### src/rtl/ttt_spike_queue_if.sv
// ttt_spike_queue_if
//   Bundles the spike-queue data path and host handshake signals.
//   master : event source / host side (drives in_*, out_ack, clear_overflow)
//   slave  : the queue itself (drives out_*, level, overflow, drop_count)
//   in_valid, in_id     : spike event from the neuron core
//   out_valid, out_id   : head of queue presented to the host
//   out_ack             : host ack pin, asynchronous level
//   clear_overflow      : one-cycle clear of overflow / drop_count
//   level               : occupancy 0..DEPTH
//   overflow            : sticky "an event was dropped"
//   drop_count          : saturating count of dropped events
interface ttt_spike_queue_if #(
    parameter int ID_BITS = 4,
    parameter int DEPTH   = 8
);
    localparam int LW = $clog2(DEPTH) + 1;

    logic               in_valid;
    logic [ID_BITS-1:0] in_id;
    logic               out_valid;
    logic [ID_BITS-1:0] out_id;
    logic               out_ack;
    logic               clear_overflow;
    logic [LW-1:0]      level;
    logic               overflow;
    logic [7:0]         drop_count;

    modport master (
        output in_valid, in_id, out_ack, clear_overflow,
        input  out_valid, out_id, level, overflow, drop_count
    );

    modport slave (
        input  in_valid, in_id, out_ack, clear_overflow,
        output out_valid, out_id, level, overflow, drop_count
    );
endinterface

### src/rtl/ttt_spike_queue.sv
// ttt_spike_queue
//   Circular event queue between the neuron core (one spike ID per cycle at
//   most) and a slow host that pops the head via a valid/ack pin handshake.
//   Events arriving while full are dropped and counted rather than stalling
//   the core.
//   clk   : single clock, all state on rising edge
//   reset : synchronous, active-high, clears all state
//   q     : ttt_spike_queue_if.slave (event input, head output, ack, status)
module ttt_spike_queue #(
    parameter int ID_BITS = 4,
    parameter int DEPTH   = 8
) (
    input  logic              clk,
    input  logic              reset,
    ttt_spike_queue_if.slave  q
);
    localparam int AW = $clog2(DEPTH);
    localparam int LW = AW + 1;

    logic [ID_BITS-1:0] storage [DEPTH];
    logic [AW-1:0]      wr_ptr, rd_ptr;
    logic [LW-1:0]      count;
    logic               ovf;
    logic [7:0]         drops;
    // s1/s2 synchronise the ack pin; s3 remembers the previous synced value
    logic               s1, s2, s3;

    logic pop_req, empty, full, do_pop, do_push, do_drop;

    assign pop_req = s2 & ~s3;
    assign empty   = (count == '0);
    assign full    = (count == LW'(DEPTH));
    assign do_pop  = pop_req & ~empty;
    // A pop on the same edge frees the slot, so a full queue still accepts.
    assign do_push = q.in_valid & (~full | do_pop);
    assign do_drop = q.in_valid & full & ~do_pop;

    always_ff @(posedge clk) begin
        if (reset) begin
            wr_ptr <= '0;
            rd_ptr <= '0;
            count  <= '0;
            ovf    <= 1'b0;
            drops  <= 8'd0;
            // Synchroniser resets high: an ack already high at release must
            // not look like a rising edge.
            s1     <= 1'b1;
            s2     <= 1'b1;
            s3     <= 1'b1;
        end else begin
            s1 <= q.out_ack;
            s2 <= s1;
            s3 <= s2;

            if (do_push) wr_ptr <= wr_ptr + 1'b1;
            if (do_pop)  rd_ptr <= rd_ptr + 1'b1;

            case ({do_push, do_pop})
                2'b10:   count <= count + 1'b1;
                2'b01:   count <= count - 1'b1;
                default: ;
            endcase

            // Clear first, then record a drop from the same cycle on top.
            if (q.clear_overflow) begin
                ovf   <= do_drop;
                drops <= do_drop ? 8'd1 : 8'd0;
            end else if (do_drop) begin
                ovf <= 1'b1;
                if (drops != 8'hFF) drops <= drops + 8'd1;
            end
        end
    end

    // Storage has no reset; contents are only meaningful below count.
    always_ff @(posedge clk) begin
        if (!reset && do_push) storage[wr_ptr] <= q.in_id;
    end

    assign q.out_valid  = ~empty;
    assign q.out_id     = empty ? '0 : storage[rd_ptr];
    assign q.level      = count;
    assign q.overflow   = ovf;
    assign q.drop_count = drops;
endmodule
### src/flat_wrapper.sv
// flat-port wrapper written by rule: the top's interface ports become plain ports
module ttt_spike_queue_flat 
#(
    parameter int ID_BITS = 4,
    parameter int DEPTH   = 8
)
  (clk, reset, q_in_valid, q_in_id, q_out_ack, q_clear_overflow, q_out_valid, q_out_id, q_level, q_overflow, q_drop_count);
  ttt_spike_queue_if #(.ID_BITS(ID_BITS), .DEPTH(DEPTH)) q_i ();
  input  logic clk;
  input  logic reset;
  input wire logic [$bits(q_i.in_valid)-1:0] q_in_valid;
  input wire logic [$bits(q_i.in_id)-1:0] q_in_id;
  input wire logic [$bits(q_i.out_ack)-1:0] q_out_ack;
  input wire logic [$bits(q_i.clear_overflow)-1:0] q_clear_overflow;
  output wire logic [$bits(q_i.out_valid)-1:0] q_out_valid;
  output wire logic [$bits(q_i.out_id)-1:0] q_out_id;
  output wire logic [$bits(q_i.level)-1:0] q_level;
  output wire logic [$bits(q_i.overflow)-1:0] q_overflow;
  output wire logic [$bits(q_i.drop_count)-1:0] q_drop_count;
  assign q_i.in_valid = q_in_valid;
  assign q_i.in_id = q_in_id;
  assign q_i.out_ack = q_out_ack;
  assign q_i.clear_overflow = q_clear_overflow;
  assign q_out_valid = q_i.out_valid;
  assign q_out_id = q_i.out_id;
  assign q_level = q_i.level;
  assign q_overflow = q_i.overflow;
  assign q_drop_count = q_i.drop_count;
  ttt_spike_queue #(.ID_BITS(ID_BITS), .DEPTH(DEPTH)) u_core (.clk(clk), .reset(reset), .q(q_i));
endmodule
### config.mk
export PLATFORM = sky130hd
export DESIGN_NAME = ttt_spike_queue_flat
export DESIGN_NICKNAME = d
export VERILOG_FILES = /design/src/rtl/ttt_spike_queue_if.sv /design/src/rtl/ttt_spike_queue.sv /design/src/flat_wrapper.sv
export SDC_FILE = /design/constraint.sdc
export NUM_CORES = 1
export LEC_CHECK = 0
export CORE_MARGIN = 3
export CORE_UTILIZATION = 50
export DETAILED_ROUTE_END_ITERATION = 10
export PLACE_DENSITY = 0.76
export SYNTH_ARGS = -nofsm -noshare
export SYNTH_HDL_FRONTEND = slang
export SYNTH_SLANG_ARGS = --single-unit
export TNS_END_PERCENT = 20
### constraint.sdc
create_clock -name clk -period 2.7 [get_ports clk]
set_input_delay 0.54 -clock clk [delete_from_list [all_inputs] [get_ports clk]]
set_output_delay 0.54 -clock clk [all_outputs]
set_load 0.01 [all_outputs]
==> flow_summary.toml <==
[global_route]
grt_pass1_vias = 1525
grt_usage_pct = 19.0
grt_pass1_wl_um = 7620
antenna_found_initial = 0
grt_overflow = 0
grt_max_degree = 17

[synth]
yosysTopAreaCell = "edfxtp_1"
synth_area_mm2 = 0.00241
ys_warn_count = 0
synth_common_cells = "edfxtp_1, dfxtp_1, nor2_1"
ys_ff_latch = 57
syn_nets = 204
synthCells = 189
synthTopCellsByArea = "edfxtp_1, dfxtp_1, mux4_2, mux2i_1, nor2_1"
synth.avg_cell_area_um2 = 12.8
ys_types = 41
yosysMostFrequentCell = "edfxtp_1"
yosysSeqAreaShare_pct = 60.5
synth-main-ff-cell = "edfxtp_1"
async_flop_share_pct = 0
yosysTopAreaCellShare_pct = 39.8
synth-edff-count = 32

[routing]
avgViaCountPerCell = 5.64
first_pass_iters = 4
drt_iter0_markers = 127
totalWireLength_um = 4820
wl_met3_um = 255
route.detailed.drc = 0
postRouteAntennaNets = 0
drt-met1-wl_um = 2130
met2_wirelength_um = 2380
drt-wirelength-per-cell_um = 17.0
top_layer_used = "met4"
via_count = 1601

[sta]
layout_min_cycle_time_ns = 2.57
finalSetupViolCount = 0
skew_ns = 0.00725
hold_viol_final = 0
fin_ws_ns = 0.132
maxSlewViolCount = 0
relSlewSlack_pct = 51.8
worstMarginPinSlew_ns = 0.713
fin_crit_sh_pct = 95.1
fmax_ghz = 0.389

[cts]
hold_buffers = 0
clock-sinks = 57
cts_buffers = 9
clkLatencyLatePin_ns = 0.33
postCtsSetupBuffers = 0
clk_pin_slew_ns = 0.07
ctsHtreeMaxLevel = 3
root_buffer = "clkbuf_8"
cts_buffer_depth = 2
cts_tree = "yes"

[cells_and_area]
final-seq-area_mm2 = 0.00146
syn_to_final_growth_pct = 23.7
antenna_cells = 0
final_cells = 284
fillCellCount = 333
nNetsFinal = 242
final_util_pct = 66.3
drive_gt1_share_pct = 18.1
multi_input_area_um2 = 908

[placement]
placed_cells = 268
io_buffer_count = 26
place_congestion = 0.857
dp_hpwl_um = 3330
pre_cts_slack_ns = 0.0291

[worst_setup_path]
cpLargestDelayFamily = "multiplexers"
cp_num_buf_inv = 2
cp_max_fo = 8
cpPeakStageDelay_ns = 0.51
rrSetupSlack_ns = 0.15
critPathKind = "flop to primary output"
reg2regPathDepth = 11
arrival_ns = 2.03
required_ns = 2.16
crit_chain = "buf_6, mux4_2, mux2i_1, nor2_1, clkdlybuf4s50_1"
r2r-start = "u_core.q.level[1]$_SDFFE_PP0P_"
cp_slowest_cell = "mux4_2"
startpoint_type = "flop"
endpoint_kind = "primary output"
timing.rr.end = "u_core.q.level[2]$_SDFFE_PP0P_"

[die]
rows = 24
num_io_pins = 27
die_width_um = 75.5
fp.coreArea_mm2 = 0.00450
die_h_um = 75.5
start_util_pct = 53.6
dieArea_mm2 = 0.00570

[power_and_ir_drop]
power.total_w = 0.00188
p_leak_nw = 1.05
powerDensity_mw_per_mm2 = 628
peakVddDrop_mv = 0.331

[hold_path]
hold_depth = 1
hold_end = "u_core.s2$_SDFF_PP1_"
hp-class = "flop to flop"
min_from = "u_core.s1$_SDFF_PP1_"

[status]
outcome = "completed"

[run]
drv_cap = 0
[stage by stage]
| stage | hold slack, ns | area [um2] | TNS, ns |
|---|---|---|---|
| global placement | 0.395 | 2780 | 0 |
| finish | 0.415 | 2990 | 0 |
| global route | 0.426 | 2990 | -0.0341 |
| floorplan | 0.389 | 2410 | 0 |
| detailed placement | 0.401 | 2780 | 0 |
| CTS | 0.416 | 2970 | 0 |
[timing repair]
item                                    4_1_cts  5_1_grt
endpoints found under the setup margin        0        5
endpoints found under the hold margin         0        0
resized for setup                             0        5
[metal layers]
metal | vias to the layer above | GRT usage [%]
li1 | 782 | -
met1 | 773 | 25.4
met2 | 42 | 28.0
met3 | 4 | 6.73
met4 | 0 | 8.35
met5 | - | 0
[layout make-up]
class	instances	area share, %
Tap cell	52	2.18
Sequential cell	57	49.0
Inverter	5	0.629
Timing Repair Buffer	35	11.2
Clock inverter	5	1.84
Clock buffer	11	4.74
Multi-Input combinational cell	119	30.4
[cells by family (layout without fill, tap and decap cells)]
family | count (synthesis) | in the layout | share of synthesized area, %
AOI/OAI and AO/OA | 22 | 22 | 6.01
buffers and inverters | 13 | 56 | 2.07
xor gates and xnor gates | 5 | 5 | 1.81
DFF | 57 | 57 | 60.5
adders and majority gates | 6 | 6 | 3.11
and+or+nand+nor | 68 | 68 | 14.8
muxes | 18 | 18 | 11.7
[worst max-delay path by stage]
stage                                     end  slack (ns)  cells after the start
2_1_floorplan  u_core.q.level[2]$_SDFFE_PP0P_        0.01                     12
3_3_place_gp   u_core.q.level[2]$_SDFFE_PP0P_        0.16                     10
3_5_place_dp   u_core.q.level[2]$_SDFFE_PP0P_        0.03                     10
4_1_cts        u_core.q.level[2]$_SDFFE_PP0P_        0.04                     11
5_1_grt        u_core.q.level[2]$_SDFFE_PP0P_       -0.02                     11
6_report                          q_out_id[0]        0.13                      5
[state kept, by name (all words and copies together), names as in the netlist, named ones only]
| register | cells |
|---|---|
| u_core.rd_ptr | 3 |
| u_core.q.drop_count | 8 |
| u_core.s1 | 1 |
| u_core.q.overflow | 1 |
| u_core.s3 | 1 |
| u_core.q.level | 4 |
| u_core.wr_ptr | 3 |
| u_core.storage | 32 |
| u_core.s2 | 1 |
[power breakdown]
group | total, W | internal (W) | switching (W) | leakage, nW
sequential | 0.000945 | 0.000932 | 0.0000125 | 0.492
clock | 0.000773 | 0.000448 | 0.000325 | 0.0953
combinational | 0.000158 | 0.0000821 | 0.0000763 | 0.461
total | 0.00188 | 0.00146 | 0.000414 | 1.05
[layout by cell type, fill, tap and decap left out, types with 7 or more instances in the layout]
| cell | n |
|---|---|
| dfxtp_1 | 24 |
| edfxtp_1 | 32 |
| mux4_2 | 8 |
| buf_4 | 8 |
| clkdlybuf4s50_1 | 25 |
| mux2i_1 | 9 |
| clkbuf_8 | 10 |
| nor2_1 | 23 |
| a21oi_1 | 7 |
[worst reg2reg max path, cell delays in order (launching register included)]
cell,delay (ns)
dfxtp_2,0.36
or3_4,0.40
nor2_1,0.14
inv_1,0.08
and2_1,0.20
ha_2,0.23
xor2_1,0.15
ha_1,0.21
a21oi_2,0.14
xor2_1,0.10
or3_1,0.31
a21oi_1,0.15
Note: power is estimated with default switching activity, not from simulation.
